**config.mk**
```make
export PLATFORM = sky130hd
export DESIGN_NAME = score_digit_scheduler
export DESIGN_NICKNAME = d
export VERILOG_FILES = /design/src/rtl/pong_disp_pkg.sv /design/src/rtl/pulse_timer.sv /design/src/rtl/score_digit_scheduler.sv
export SDC_FILE = /design/constraint.sdc
export NUM_CORES = 1
export LEC_CHECK = 0
export ABC_AREA = 1
export CAP_MARGIN = 15
export CELL_PAD_IN_SITES_DETAIL_PLACEMENT = 1
export CELL_PAD_IN_SITES_GLOBAL_PLACEMENT = 1
export CORE_MARGIN = 2
export CORE_UTILIZATION = 30
export CTS_CLUSTER_DIAMETER = 40
export DETAILED_ROUTE_END_ITERATION = 10
export PLACE_DENSITY = 0.59
export SLEW_MARGIN = 20
export SYNTH_ARGS = -nofsm -noshare
export SYNTH_HDL_FRONTEND = slang
export SYNTH_HIERARCHICAL = 1
export SYNTH_SLANG_ARGS = --single-unit
```
**constraint.sdc**
```tcl
create_clock -name i_Clk -period 5.2 [get_ports i_Clk]
set_input_delay 1.04 -clock i_Clk [delete_from_list [all_inputs] [get_ports i_Clk]]
set_output_delay 1.04 -clock i_Clk [all_outputs]
set_load 0.005 [all_outputs]
```
**src/rtl/pong_disp_pkg.sv**
```systemverilog
// Shared types and constants for the Pong score display path: scheduler state,
// digit indices, parameter defaults and converter latency.
package pong_disp_pkg;

  typedef enum logic [1:0] {
    IDLE  = 2'd0,
    SCAN  = 2'd1,
    FLASH = 2'd2
  } disp_state_t;

  localparam logic DIGIT_P1 = 1'b0;
  localparam logic DIGIT_P2 = 1'b1;

  localparam int unsigned SCAN_PERIOD_DEF = 25000;
  localparam int unsigned FLASH_HALF_DEF  = 6250000;
  localparam int unsigned FLASH_COUNT_DEF = 3;
  localparam int unsigned WIN_SCORE_DEF   = 9;

  // Registered stages inside the shared binary-to-7-segment converter.
  localparam int unsigned CONV_LATENCY = 1;

  // Counter width for a terminal value of n; never narrower than one bit.
  function automatic int unsigned cnt_width(input int unsigned n);
    return (n > 1) ? $clog2(n) : 1;
  endfunction

  function automatic logic [1:0] digit_onehot(input logic idx);
    return (idx == DIGIT_P2) ? 2'b10 : 2'b01;
  endfunction

endpackage

```
**src/rtl/pulse_timer.sv**
```systemverilog
// Terminal-count counter with enable and synchronous clear; tick is high during
// the last count of every PERIOD-cycle run while enabled.
module pulse_timer
  import pong_disp_pkg::*;
#(
  parameter int unsigned PERIOD = 2
) (
  input  logic clk,
  input  logic rst_n,
  input  logic en,
  input  logic clr,
  output logic tick
);

  localparam int unsigned W    = cnt_width(PERIOD);
  localparam logic [W-1:0] LAST = W'(PERIOD - 1);

  logic [W-1:0] count;

  assign tick = en && !clr && (count == LAST);

  // NOTE: sequential state uses non-blocking assignments so every register
  // samples pre-edge values, independent of block ordering.
  always_ff @(posedge clk or negedge rst_n) begin
    if (!rst_n) begin
      count <= '0;
    end else if (clr) begin
      count <= '0;
    end else if (en) begin
      count <= tick ? '0 : count + 1'b1;
    end
  end

endmodule

```
**src/rtl/score_digit_scheduler.sv**
```systemverilog
// Scans two Pong score digits through one shared 7-segment converter and blinks
// digits after score changes. Optional win flash: define SCORE_WIN_FLASH_EN.
module score_digit_scheduler
  import pong_disp_pkg::*;
#(
  parameter int unsigned SCAN_PERIOD = SCAN_PERIOD_DEF,
  parameter int unsigned FLASH_HALF  = FLASH_HALF_DEF,
  parameter int unsigned FLASH_COUNT = FLASH_COUNT_DEF,
  parameter int unsigned WIN_SCORE   = WIN_SCORE_DEF
) (
  input  logic       i_Clk,
  input  logic       i_Rst_L,
  input  logic       i_Game_Active,
  input  logic [3:0] i_P1_Score,
  input  logic [3:0] i_P2_Score,
  input  logic       i_Score_Valid,
  output logic       o_Update_Ack,
  output logic [3:0] o_Binary_Num,
  output logic [1:0] o_Digit_En,
  output logic       o_Blank
);

  if (SCAN_PERIOD < 2 || FLASH_COUNT < 1 || WIN_SCORE > 15) begin : g_bad_cfg
    $error("score_digit_scheduler: unsupported parameter set");
  end

  localparam int unsigned  HW        = cnt_width(2 * FLASH_COUNT);
  localparam logic [HW-1:0] HALF_LAST = HW'(2 * FLASH_COUNT - 1);

  disp_state_t   state;
  logic [3:0]    p1_score;
  logic [3:0]    p2_score;
  logic          digit_idx;
  logic          idx_pipe [CONV_LATENCY];
  logic [1:0]    flash_mask;
  logic [HW-1:0] half_cnt;

  logic       accept;
  logic [1:0] new_mask;
  logic       flash_start;
  logic       flash_off;
  logic [1:0] off_mask;
  logic [1:0] next_en;
  logic       scan_tick;
  logic       blink_tick;
  logic       blink_en;
  logic       blink_clr;

  // A request seen during its own ack cycle is the same request, not a new one.
  assign accept      = i_Score_Valid && !o_Update_Ack;
  assign new_mask    = {i_P2_Score != p2_score, i_P1_Score != p1_score};
  assign flash_start = accept && (new_mask != 2'b00) && (state != IDLE) && i_Game_Active;
  assign flash_off   = (state == FLASH) && !half_cnt[0];

`ifdef SCORE_WIN_FLASH_EN
  localparam logic [4:0] WIN_LEVEL = 5'(WIN_SCORE);

  logic [1:0] win_mask;
  logic       win_active;
  logic       win_off;

  assign win_mask   = {({1'b0, p2_score} >= WIN_LEVEL), ({1'b0, p1_score} >= WIN_LEVEL)}
                      & {2{state != IDLE}};
  assign win_active = (win_mask != 2'b00);
  assign blink_en   = (state == FLASH) || win_active;
  assign blink_clr  = flash_start || !blink_en;
  // Win blinking overrides update blinking on the digits that reached the win score.
  assign off_mask   = (win_mask & {2{win_off}}) | (flash_mask & ~win_mask & {2{flash_off}});

  always_ff @(posedge i_Clk or negedge i_Rst_L) begin
    if (!i_Rst_L) begin
      win_off <= 1'b1;
    end else if (!win_active) begin
      win_off <= 1'b1;
    end else if (blink_tick) begin
      win_off <= !win_off;
    end
  end
`else
  assign blink_en  = (state == FLASH);
  assign blink_clr = flash_start || (state != FLASH);
  assign off_mask  = flash_mask & {2{flash_off}};
`endif

  pulse_timer #(.PERIOD(SCAN_PERIOD)) u_scan_timer (
    .clk  (i_Clk),
    .rst_n(i_Rst_L),
    .en   (state != IDLE),
    .clr  (state == IDLE),
    .tick (scan_tick)
  );

  pulse_timer #(.PERIOD(FLASH_HALF)) u_blink_timer (
    .clk  (i_Clk),
    .rst_n(i_Rst_L),
    .en   (blink_en),
    .clr  (blink_clr),
    .tick (blink_tick)
  );

  // NOTE: every always_comb output gets a default first, so no path can infer a latch.
  always_comb begin
    next_en = 2'b00;
    if (state != IDLE && i_Game_Active) begin
      next_en = digit_onehot(idx_pipe[CONV_LATENCY-1]) & ~off_mask;
    end
  end

  always_ff @(posedge i_Clk or negedge i_Rst_L) begin
    if (!i_Rst_L) begin
      state        <= IDLE;
      p1_score     <= '0;
      p2_score     <= '0;
      digit_idx    <= DIGIT_P1;
      for (int i = 0; i < CONV_LATENCY; i++) idx_pipe[i] <= DIGIT_P1;
      flash_mask   <= '0;
      half_cnt     <= '0;
      o_Update_Ack <= 1'b0;
      o_Binary_Num <= '0;
      o_Digit_En   <= 2'b00;
      o_Blank      <= 1'b1;
    end else begin
      o_Update_Ack <= accept;
      if (accept) begin
        p1_score <= i_P1_Score;
        p2_score <= i_P2_Score;
      end

      // Enables trail the converter input by its latency so segments and digit line up.
      idx_pipe[0] <= digit_idx;
      for (int i = 1; i < CONV_LATENCY; i++) idx_pipe[i] <= idx_pipe[i-1];
      o_Binary_Num <= (digit_idx == DIGIT_P2) ? p2_score : p1_score;
      o_Digit_En   <= next_en;
      o_Blank      <= (next_en == 2'b00);

      case (state)
        IDLE: begin
          digit_idx  <= DIGIT_P1;
          flash_mask <= '0;
          half_cnt   <= '0;
          if (i_Game_Active) state <= SCAN;
        end
        SCAN, FLASH: begin
          if (scan_tick) digit_idx <= ~digit_idx;
          if (!i_Game_Active) begin
            state      <= IDLE;
            digit_idx  <= DIGIT_P1;
            flash_mask <= '0;
            half_cnt   <= '0;
          end else if (flash_start) begin
            state      <= FLASH;
            flash_mask <= (state == FLASH) ? (flash_mask | new_mask) : new_mask;
            half_cnt   <= '0;
          end else if (state == FLASH && blink_tick) begin
            if (half_cnt == HALF_LAST) begin
              state      <= SCAN;
              flash_mask <= '0;
              half_cnt   <= '0;
            end else begin
              half_cnt <= half_cnt + 1'b1;
            end
          end
        end
        default: state <= IDLE;
      endcase
    end
  end

endmodule

```
# After elaboration in Yosys (flattened, before gate mapping)
# Index checks and enable logic that the tools add are counted.
# totals
ff_bits,63
latchBits,0
ramBits,0
rom_bits,0
in_bits,12
elab_cells,90
mem_count,0
# classes
add_sub_neg,3
mul,0
div,0
order_cmp,0
n_eq_ne,12
n_shift,0
n_mux,29
n_bitwise,5
reduce_logical,28
# ops
cell,count
23-bit two-way mux,3
15-bit two-way mux,3
2-bit two-way mux,12
"23-bit by 1-bit adder with 23-bit output, second input constant",1
"23-bit equality test, second input constant",1
"15-bit by 1-bit adder with 15-bit output, second input constant",1
"15-bit equality test, second input constant",1
3-bit two-way mux,4
1-bit logical AND,11
2-bit nonzero test,5
4-bit != test,2
"4-bit != test, second input constant",2
2-bit one-hot mux with 2 select lines,2
3-bit one-hot mux with 2 select lines,1
3-bit AND reduction,2
2-bit AND,2
1-bit logical NOT,4
2-bit logical NOT,2
4-bit two-way mux,1
"2-bit != test, second input constant",2
2-bit AND reduction,2
"3-bit by 1-bit adder with 3-bit output, second input constant",1
"3-bit equality test, second input constant",1
"3-bit by 2-bit != test with 1-bit output, second input constant",1
9 further kinds,10

# Longest topological paths before layout
# Gate-level depths: netlist (run 1).
# depth
word_depth,14
depth_mapped,17

# By module
# Netlist (run 1), hierarchy kept.
# modules_own_cells
module,n_inst,cells_per_inst,area_per_inst_um2,seq_area_each_um2
pulse_timer (u_blink_timer),1,205,1526.5,575.6
score_digit_scheduler,1,165,1340.0,626.9
pulse_timer (u_scan_timer),1,152,1013.5,375.4

# Worst setup path after synthesis (run 1)
# No wires, ideal clock.
# synth_timing
path_kind,input to register
startpoint,in i_Score_Valid
endpoint,reg flash_mask[0]
t_arrival_ps,2470
required_ps,5084
setup_slack_ps,2614
cell_stages,15
path_buffers,0
cell_sequence,inv_1 > nor2_4 > inv_1 > nor2_2 > nand2_4 > o21ai_0 > nor3_1 > nand2_1 > o21ai_0 > nand2_1 > nand3_4 > nand2_2 > inv_2 > nand2_1 > nand2_1
# synth_between
elab_chain_len,11
elab_cells_between_ends,15
classes_between,eq/ne: 2; mux: 3; reduce/logical: 10
# synth_lines
element,line_no,text
start: declaration,score_digit_scheduler.sv:16,"input logic i_Score_Valid,"
1-bit logical AND,score_digit_scheduler.sv:50,assign accept = i_Score_Valid && !o_Update_Ack;
1-bit logical AND (3 in a row),score_digit_scheduler.sv:52,assign flash_start = accept && (new_mask != 2'b00) && (state != IDLE) && i_Game_Active;
1-bit logical OR,score_digit_scheduler.sv:81,assign blink_clr = flash_start || (state != FLASH);
net blink_clr,score_digit_scheduler.sv:47,logic blink_clr;
1-bit logical NOT,pulse_timer.sv:20,assign tick = en && !clr && (count == LAST);
1-bit logical AND (2 in a row),pulse_timer.sv:20,
net blink_tick,score_digit_scheduler.sv:45,logic blink_tick;
1-bit logical AND,score_digit_scheduler.sv:154,end else if (state == FLASH && blink_tick) begin
4-bit != test (no source line),--,
3-bit AND reduction (no source line),--,
end signal: assignment,score_digit_scheduler.sv:152,flash_mask <= (state == FLASH) ? (flash_mask | new_mask) : new_mask;
end: declaration,score_digit_scheduler.sv:35,logic [1:0] flash_mask;
# The timed path passes the listed nets, and every way through them passes these cells.
# A chain may end at the register's enable or synchronous reset.

# Worst setup path in the final report (run 1)
# layout_timing
startpoint,in i_Score_Valid
endpoint,reg u_blink_timer.count[17]
# layout_between
elab_chain_len,11
elab_cells_between_ends,12
classes_between,mux: 3; reduce/logical: 9
# layout_lines
element,line_no,text
1-bit logical AND (*),score_digit_scheduler.sv:50,
1-bit logical AND (*) (3 in a row),score_digit_scheduler.sv:52,
1-bit logical OR (*),score_digit_scheduler.sv:81,
net blink_clr,score_digit_scheduler.sv:47,
1-bit logical NOT,pulse_timer.sv:20,
1-bit logical AND (2 in a row),pulse_timer.sv:20,
23-bit two-way mux,pulse_timer.sv:30,count <= tick ? '0 : count + 1'b1;
23-bit two-way mux,pulse_timer.sv:29,end else if (en) begin
23-bit two-way mux,pulse_timer.sv:27,end else if (clr) begin
end signal: assignment,pulse_timer.sv:30,
end: declaration,pulse_timer.sv:18,logic [W-1:0] count;
# Mark *: on every way through the listed nets, which the timed path passes. The rest lies on a longest branch. The select of a mux whose other input is x is not followed.

==> impl_metrics.csv, run 1 <==
group,metric,value,unit
status,outcome,"finished, final reports clean",
floorplanning,initial_core_util,30.7,%
critical_path,crit_top_cell,"sky130_fd_sc_hd__nor2_1",
sta,post-route-min-period,3.20,ns
sta,max_clock_freq,313,MHz
detailed_routing,routed-wl-met2,4.96,mm
detailed_routing,post_drt_wl_per_cell,13.7,µm
detailed_routing,firstDrtPassIters,4,
final_layout,syn_to_final_growth,17.7,%
final_layout,finalCoreUtilization,36.2,%
sta,finalHoldViolations,0,
run,maxCapViolCount,0,
clock_tree,cts.root.buffer_cell,"sky130_fd_sc_hd__clkbuf_16",
floorplanning,fp.dieH,118,µm
global_route,grt_pass1_vias,3677,
sta,rsz0062_at_grt,"false",
clock_tree,path_clk_slew,0.05,ns
clock_tree,numCtsBuffers,9,
sta,slew_headroom,59.0,%
worst_hold_path,min-delay-start,"half_cnt[1]",
power_and_ir_drop,finalPower,0.00156,W
worst_hold_path,hold_class,"reg -> reg",
sta,maxSlewViolCount,0,
logic_synthesis,yosysSeqAreaShare,40.7,%
final_layout,antenna_cells_inserted,0,
logic_synthesis,mappedNetlistNets,540,
clock_tree,clock_sink_count,63,
critical_path,max_stage_delay,0.45,ns
power_and_ir_drop,cellLeakagePower,2.14,nW
place,port_buffers,19,
logic_synthesis,post_synth_instance_area,3880,µm²
critical_path,crit_path_top_delay_cell,"sky130_fd_sc_hd__clkdlybuf4s50_1",
global_route,grt_usage,15.7,%
clock_tree,cts_hold_buf,0,
sta,timing.setup.tns,0,ns
power_and_ir_drop,peakVddDrop,0.131,mV
floorplanning,core.rowCount,41,
detailed_routing,antenna_violating_nets_post_route,0,
logic_synthesis,synth.avg_cell_area,7.43,µm²
place,dp_worst_setup_slack,1.61,ns
detailed_routing,post_drt_via_cell_ratio,4.64,
logic_synthesis,ys_dominant_reg_cell,"sky130_fd_sc_hd__dfrtp_1",
critical_path,worstSetupStartpoint,"i_Score_Valid",
place,place_congestion,0.763,
detailed_routing,m1WireLength,4.58,mm
floorplanning,die_area,13900,µm²
detailed_routing,met3WireLength,176,µm
logic_synthesis,synth.ff_latch_count,63,
clock_tree,post_cts.resized_instances,0,
sta,fin_crit_sh,61.5,%
detailed_routing,topRoutingLayerUsed,"met4",
power_and_ir_drop,p_per_area,342,nW/µm²
floorplanning,die_boundary_width,118,µm
global_route,maximum_number_of_pins_on_one_net_before_global_route_repair,46,
sta,timing.final.setup_violations,0,
critical_path,cp_data_required_time,5.43,ns
final_layout,final_layout_size_suffix_gt1_share,11.9,%
sta,fin_ws,2.00,ns
floorplanning,pin_count,20,
critical_path,worstReg2RegStart,"o_Update_Ack",
global_route,grt_residual_overflow,0,
clock_tree,clock_tree.htree_level_count,3,
sta,worst_hold_slack,0.515,ns
clock_tree,number_of_buffers_on_the_longest_clock_path,2,
critical_path,worst_path_cell_trace,"clkdlybuf4s50_1 > inv_1 > nor2_4 > inv_1 > nor2_2 > nand2_4 > o21ai_0 > nor2_1 > buf_4 > inv_1 > nor2_1 > nor2_1 > nor2_1",
sta,tightestPinTransition,0.615,ns
detailed_routing,total_wirelength_of_the_detailed_routed_design,9.93,mm
final_layout,nets,567,
critical_path,cp-start-kind,"input pin",
clock_tree,clk_latency,0.34,ns
place,detailedPlacementHpwl,7.39,mm
floorplanning,placeableCoreArea,12600,µm²
critical_path,critPathCaptureType,"register",
clock_tree,cts_tree,"built",
logic_synthesis,asyncSetResetFlopFracSynth,100,%
critical_path,critical_path_arrival,3.42,ns
sta,fin_worst_skew,0.00903,ns
logic_synthesis,synth.lib_cells_used.distinct,35,
logic_synthesis,synth-edff-count,0,
detailed_routing,first_iter_violations,127,
critical_path,worst-setup-path-type,"in -> reg",
logic_synthesis,synth_cells,522,
global_route,initial_antenna_violation_count,0,
detailed_routing,drcViolationCount,0,
detailed_routing,detailroute.via_count,3370,
critical_path,cp_max_fo,16,
logic_synthesis,synth.yosys.warnings,6,
global_route,grt_first_pass_wirelength,17.7,mm
clock_tree,postCtsSetupRepairBufs,0,
[worst paths after layout]
kind,end,slack [ns],cells after the start
max,u_blink_timer/count[17],2.00,13
min,half_cnt[1],0.51,2
max reg2reg,u_blink_timer/count[17],2.78,11
min reg2reg,half_cnt[1],0.51,2
max in group asynchronous,state[1],3.56,2
min in group asynchronous,u_blink_timer/count[10],0.66,1
[metal layers]
| metal | vias up | global-route usage [%] |
|---|---|---|
| li1 | 1716 | - |
| met1 | 1616 | 18.9 |
| met2 | 22 | 27.4 |
| met3 | 16 | 2.66 |
| met4 | 0 | 7.30 |
| met5 | - | 0 |
[cell usage after synthesis, drive strengths merged, types with 4 or more instances]
master	n	area [µm²]
nand4	15	100
o21ai	39	210
nand3	43	255
xnor2	6	52.6
nand2	182	743
o21bai	4	30.0
ha	6	75.1
nor2	67	343
dfrtp	62	1550
inv	65	246
o22ai	6	37.5
xor2	10	87.6
[logic make-up after synthesis]
group           Yosys count  synth area share, %
simple gates            312                 38.5
buf+inv                  70                 7.13
flops                    63                 40.7
compound gates           55                 8.16
fa+ha+maj                 6                 1.93
xor+xnor                 16                 3.61
[metrics by stage]
step | cell area [µm²] | cells
after floorplan | 3880 | 522
after global placement | 4270 | 710
after detailed placement | 4270 | 710
after CTS | 4570 | 726
after global routing | 4570 | 726
final | 4570 | 726
[cells in the final DEF, fill, tap and decap left out, types with 2 or more instances in the layout]
cell type                         count
sky130_fd_sc_hd__nor2_1              52
sky130_fd_sc_hd__o21ai_2              4
sky130_fd_sc_hd__o21ai_0             25
sky130_fd_sc_hd__nor2_2               6
sky130_fd_sc_hd__xnor2_1              6
sky130_fd_sc_hd__inv_2                3
sky130_fd_sc_hd__clkdlybuf4s50_1     18
sky130_fd_sc_hd__dfrtp_1             62
sky130_fd_sc_hd__nand3_1             38
sky130_fd_sc_hd__nand2_1            166
sky130_fd_sc_hd__buf_4                2
sky130_fd_sc_hd__o22ai_1              6
sky130_fd_sc_hd__clkbuf_1             2
sky130_fd_sc_hd__nand4_1             14
sky130_fd_sc_hd__a21oi_1              2
sky130_fd_sc_hd__nand2_4              4
sky130_fd_sc_hd__ha_1                 6
sky130_fd_sc_hd__nor2_4               8
sky130_fd_sc_hd__a21o_1               3
sky130_fd_sc_hd__xor2_1              10
sky130_fd_sc_hd__nor3_1               2
sky130_fd_sc_hd__inv_1               61
sky130_fd_sc_hd__clkbuf_16            9
sky130_fd_sc_hd__nand2_2             12
sky130_fd_sc_hd__o21ai_1             10
sky130_fd_sc_hd__o21bai_1             4
sky130_fd_sc_hd__nand3_4              2
sky130_fd_sc_hd__clkbuf_8             2
sky130_fd_sc_hd__nand3_2              3
[worst max-delay path, delay by kind of cell]
family / cells / cell delay (ns)
buffers and inverters: 5 / 1.13
and+or+nand+nor: 7 / 0.84
AOI/OAI and AO/OA: 1 / 0.39
[state kept, by name, summed over array words and instances, names as in the netlist]
signal	cells
u_blink_timer/count	23
u_scan_timer/count	15
o_Binary_Num	4
p1_score	4
p2_score	4
half_cnt	3
flash_mask	2
o_Digit_En	2
state	2
digit_idx	1
idx_pipe	1
o_Blank	1
o_Update_Ack	1
[cell type report]
class / instances / area (µm²)
Tap cell: 172 / 215
Clock buffer: 13 / 260
Timing Repair Buffer: 21 / 200
Fill cell: 1608 / 8050
Inverter: 65 / 246
Multi-Input combinational cell: 389 / 2030
Clock inverter: 3 / 42.5
Sequential cell: 63 / 1580
[where the power goes]
| part | switching [W] | internal, W | total, W |
|---|---|---|---|
| Sequential | 0.0000331 | 0.000533 | 0.000566 |
| Combinational | 0.000248 | 0.000126 | 0.000374 |
| Clock | 0.000225 | 0.000397 | 0.000621 |
(Power assumes the default switching activity.)
==> run 2: changes to the inputs <==
--- a/config.mk
+++ b/config.mk
@@ -13,7 +13,7 @@
 export CORE_UTILIZATION = 30
 export CTS_CLUSTER_DIAMETER = 40
 export DETAILED_ROUTE_END_ITERATION = 10
-export PLACE_DENSITY = 0.59
+export PLACE_DENSITY = 0.62
 export SLEW_MARGIN = 20
 export SYNTH_ARGS = -nofsm -noshare
 export SYNTH_HDL_FRONTEND = slang
==> constraint.sdc (replaced) <==
create_clock -name i_Clk -period 2.9 [get_ports i_Clk]
set_input_delay 0.58 -clock i_Clk [delete_from_list [all_inputs] [get_ports i_Clk]]
set_output_delay 0.58 -clock i_Clk [all_outputs]
set_load 0.005 [all_outputs]
==> run 2 against run 1 <==
Net effect:
- total power up 80%
- worst hold slack worse by 0.27 ns
- clock skew about the same
- count of clock-buffer cells in the layout down 1
- final area up 0.90%
- clock power up 77%
- sequential power up 78%
- largest power group unchanged
- critical path depth up 3
- first-iteration DRC count up 3.9%
- core utilization up 0.33 points
==> impl_metrics.csv, run 2 (same netlist as run 1, synthesis figures left out) <==
group,metric,value,unit
critical_path,cp-start-kind,"input pin",
floorplanning,core.rowCount,41,
critical_path,worstSetupStartpoint,"i_Score_Valid",
critical_path,cp_data_required_time,3.12,ns
critical_path,critPathCaptureType,"register",
global_route,grt_residual_overflow,0,
worst_hold_path,hold_class,"in -> async",
clock_tree,post_cts.resized_instances,0,
global_route,grt_first_pass_wirelength,17.5,mm
final_layout,nets,571,
floorplanning,die_boundary_width,118,µm
detailed_routing,drcViolationCount,0,
clock_tree,number_of_buffers_on_the_longest_clock_path,2,
global_route,grt_pass1_vias,3573,
sta,finalHoldViolations,0,
detailed_routing,post_drt_wl_per_cell,13.7,µm
power_and_ir_drop,internal_power,0.00191,W
detailed_routing,post_drt_via_cell_ratio,4.64,
clock_tree,clock_tree.htree_level_count,3,
power_and_ir_drop,comb_power_share,24.9,%
critical_path,cp_max_fo,7,
place,detailedPlacementHpwl,7.29,mm
detailed_routing,detailroute.via_count,3386,
status,outcome,"finished, final reports clean",
floorplanning,fp.dieH,118,µm
sta,tightestPinTransition,0.400,ns
final_layout,syn_to_final_growth,18.8,%
sta,fin_crit_sh,86.9,%
sta,fin_worst_skew,0.00861,ns
power_and_ir_drop,cellLeakagePower,2.17,nW
power_and_ir_drop,clockPowerShare,39.2,%
power_and_ir_drop,power.net_switching,0.000910,W
floorplanning,initial_core_util,30.7,%
run,maxCapViolCount,0,
sta,slew_headroom,73.0,%
critical_path,worst-setup-path-type,"in -> reg",
power_and_ir_drop,peakVddDrop,0.201,mV
sta,worst_hold_slack,0.247,ns
sta,maxSlewViolCount,0,
sta,max_clock_freq,397,MHz
final_layout,regMostFlops,"u_blink_timer/count",
clock_tree,clk_latency,0.34,ns
power_and_ir_drop,p_per_area,611,nW/µm²
detailed_routing,antenna_violating_nets_post_route,0,
floorplanning,pin_count,20,
critical_path,worstReg2RegStart,"state[0]",
floorplanning,placeableCoreArea,12600,µm²
final_layout,final_common_cell,"sky130_fd_sc_hd__nand2_1",
final_layout,flip_flop_count_of_the_largest_register_all_copies_and_words_added,23,
sta,rsz0062_at_grt,"false",
place,port_buffers,19,
clock_tree,path_clk_slew,0.05,ns
floorplanning,die_area,13900,µm²
clock_tree,numCtsBuffers,9,
power_and_ir_drop,swShare,32.3,%
detailed_routing,total_wirelength_of_the_detailed_routed_design,10.0,mm
global_route,grt_usage,15.7,%
final_layout,final_layout_size_suffix_gt1_share,12.7,%
global_route,maximum_number_of_pins_on_one_net_before_global_route_repair,64,
clock_tree,cts_hold_buf,0,
clock_tree,cts.root.buffer_cell,"sky130_fd_sc_hd__clkbuf_16",
detailed_routing,firstDrtPassIters,4,
final_layout,largest_registers,"u_blink_timer/count (23), u_scan_timer/count (15)",
detailed_routing,first_iter_violations,132,
clock_tree,clock_sink_count,63,
place,place_congestion,0.790,
power_and_ir_drop,p_seq_share,35.9,%
critical_path,critical_path_arrival,2.74,ns
global_route,initial_antenna_violation_count,0,
clock_tree,postCtsSetupRepairBufs,0,
sta,timing.setup.tns,0,ns
final_layout,antenna_cells_inserted,0,
final_layout,layout_common_cells,"sky130_fd_sc_hd__nand2_1 (166), sky130_fd_sc_hd__dfrtp_1 (62), sky130_fd_sc_hd__inv_1 (61), sky130_fd_sc_hd__nor2_1 (52), sky130_fd_sc_hd__nand3_1 (38)",
clock_tree,cts_tree,"built",
sta,timing.final.setup_violations,0,
sta,post-route-min-period,2.52,ns
[run 2: area by class of cell]
cell class / instances / area [µm²]
inverters: 65 / 246
repair buffers: 25 / 243
flip-flops and latches: 63 / 1580
fillers: 1588 / 8010
multi-input cells: 389 / 2030
well taps: 172 / 215
clock buffers: 12 / 256
clock inverters: 4 / 45.0
[run 2: worst paths after layout]
path	to	slack, ns	cells after the start
min	u_blink_timer/count[8]	0.25	2
max in group asynchronous	o_Blank	2.29	2
min in group i_Clk	half_cnt[0]	0.51	2
max	flash_mask[0]	0.38	16
max reg2reg	flash_mask[0]	0.51	14
min reg2reg	half_cnt[0]	0.51	2
[run 2: critical path, stage by stage]
cell	delay, ns
sky130_fd_sc_hd__clkdlybuf4s50_1	0.46
sky130_fd_sc_hd__inv_1	0.06
sky130_fd_sc_hd__nor2_4	0.08
sky130_fd_sc_hd__inv_1	0.11
sky130_fd_sc_hd__nor2_2	0.17
sky130_fd_sc_hd__nand2_4	0.12
sky130_fd_sc_hd__o21ai_0	0.36
sky130_fd_sc_hd__nor3_1	0.11
sky130_fd_sc_hd__nand2_1	0.07
sky130_fd_sc_hd__o21ai_0	0.12
sky130_fd_sc_hd__nand2_1	0.15
sky130_fd_sc_hd__nand3_4	0.09
sky130_fd_sc_hd__nand2_2	0.10
sky130_fd_sc_hd__inv_2	0.04
sky130_fd_sc_hd__nand2_1	0.06
sky130_fd_sc_hd__nand2_1	0.05
[run 2: layer usage]
layer	up-vias	wire length (µm)	GRT usage, %
met2	23	4940	26.5
met3	14	172	2.81
met5	-	0	0
met1	1626	4710	19.5
met4	0	200	6.78
li1	1723	-	-
[run 2: stage by stage]
step	setup slack (ns)	total power [W]	instances	area [µm²]	util [%]
after global placement	0.150	0.00173	714	4310	34.1
after floorplan	0.774	0.00148	522	3880	-
after CTS	0.346	0.00287	730	4610	36.5
final	0.378	0.00282	730	4610	36.5
after global routing	0.0907	0.00301	730	4610	36.5
after detailed placement	0.000390	0.00174	714	4310	34.1
[run 2: power groups by stage]
stage	registers (W)	logic (W)	clock network (W)
final	0.00101	0.000701	0.00110
after global routing	0.00102	0.000803	0.00119
after CTS	0.00101	0.000723	0.00114
after detailed placement	0.00103	0.000716	0
after global placement	0.00102	0.000703	0
after floorplan	0.00102	0.000463	0
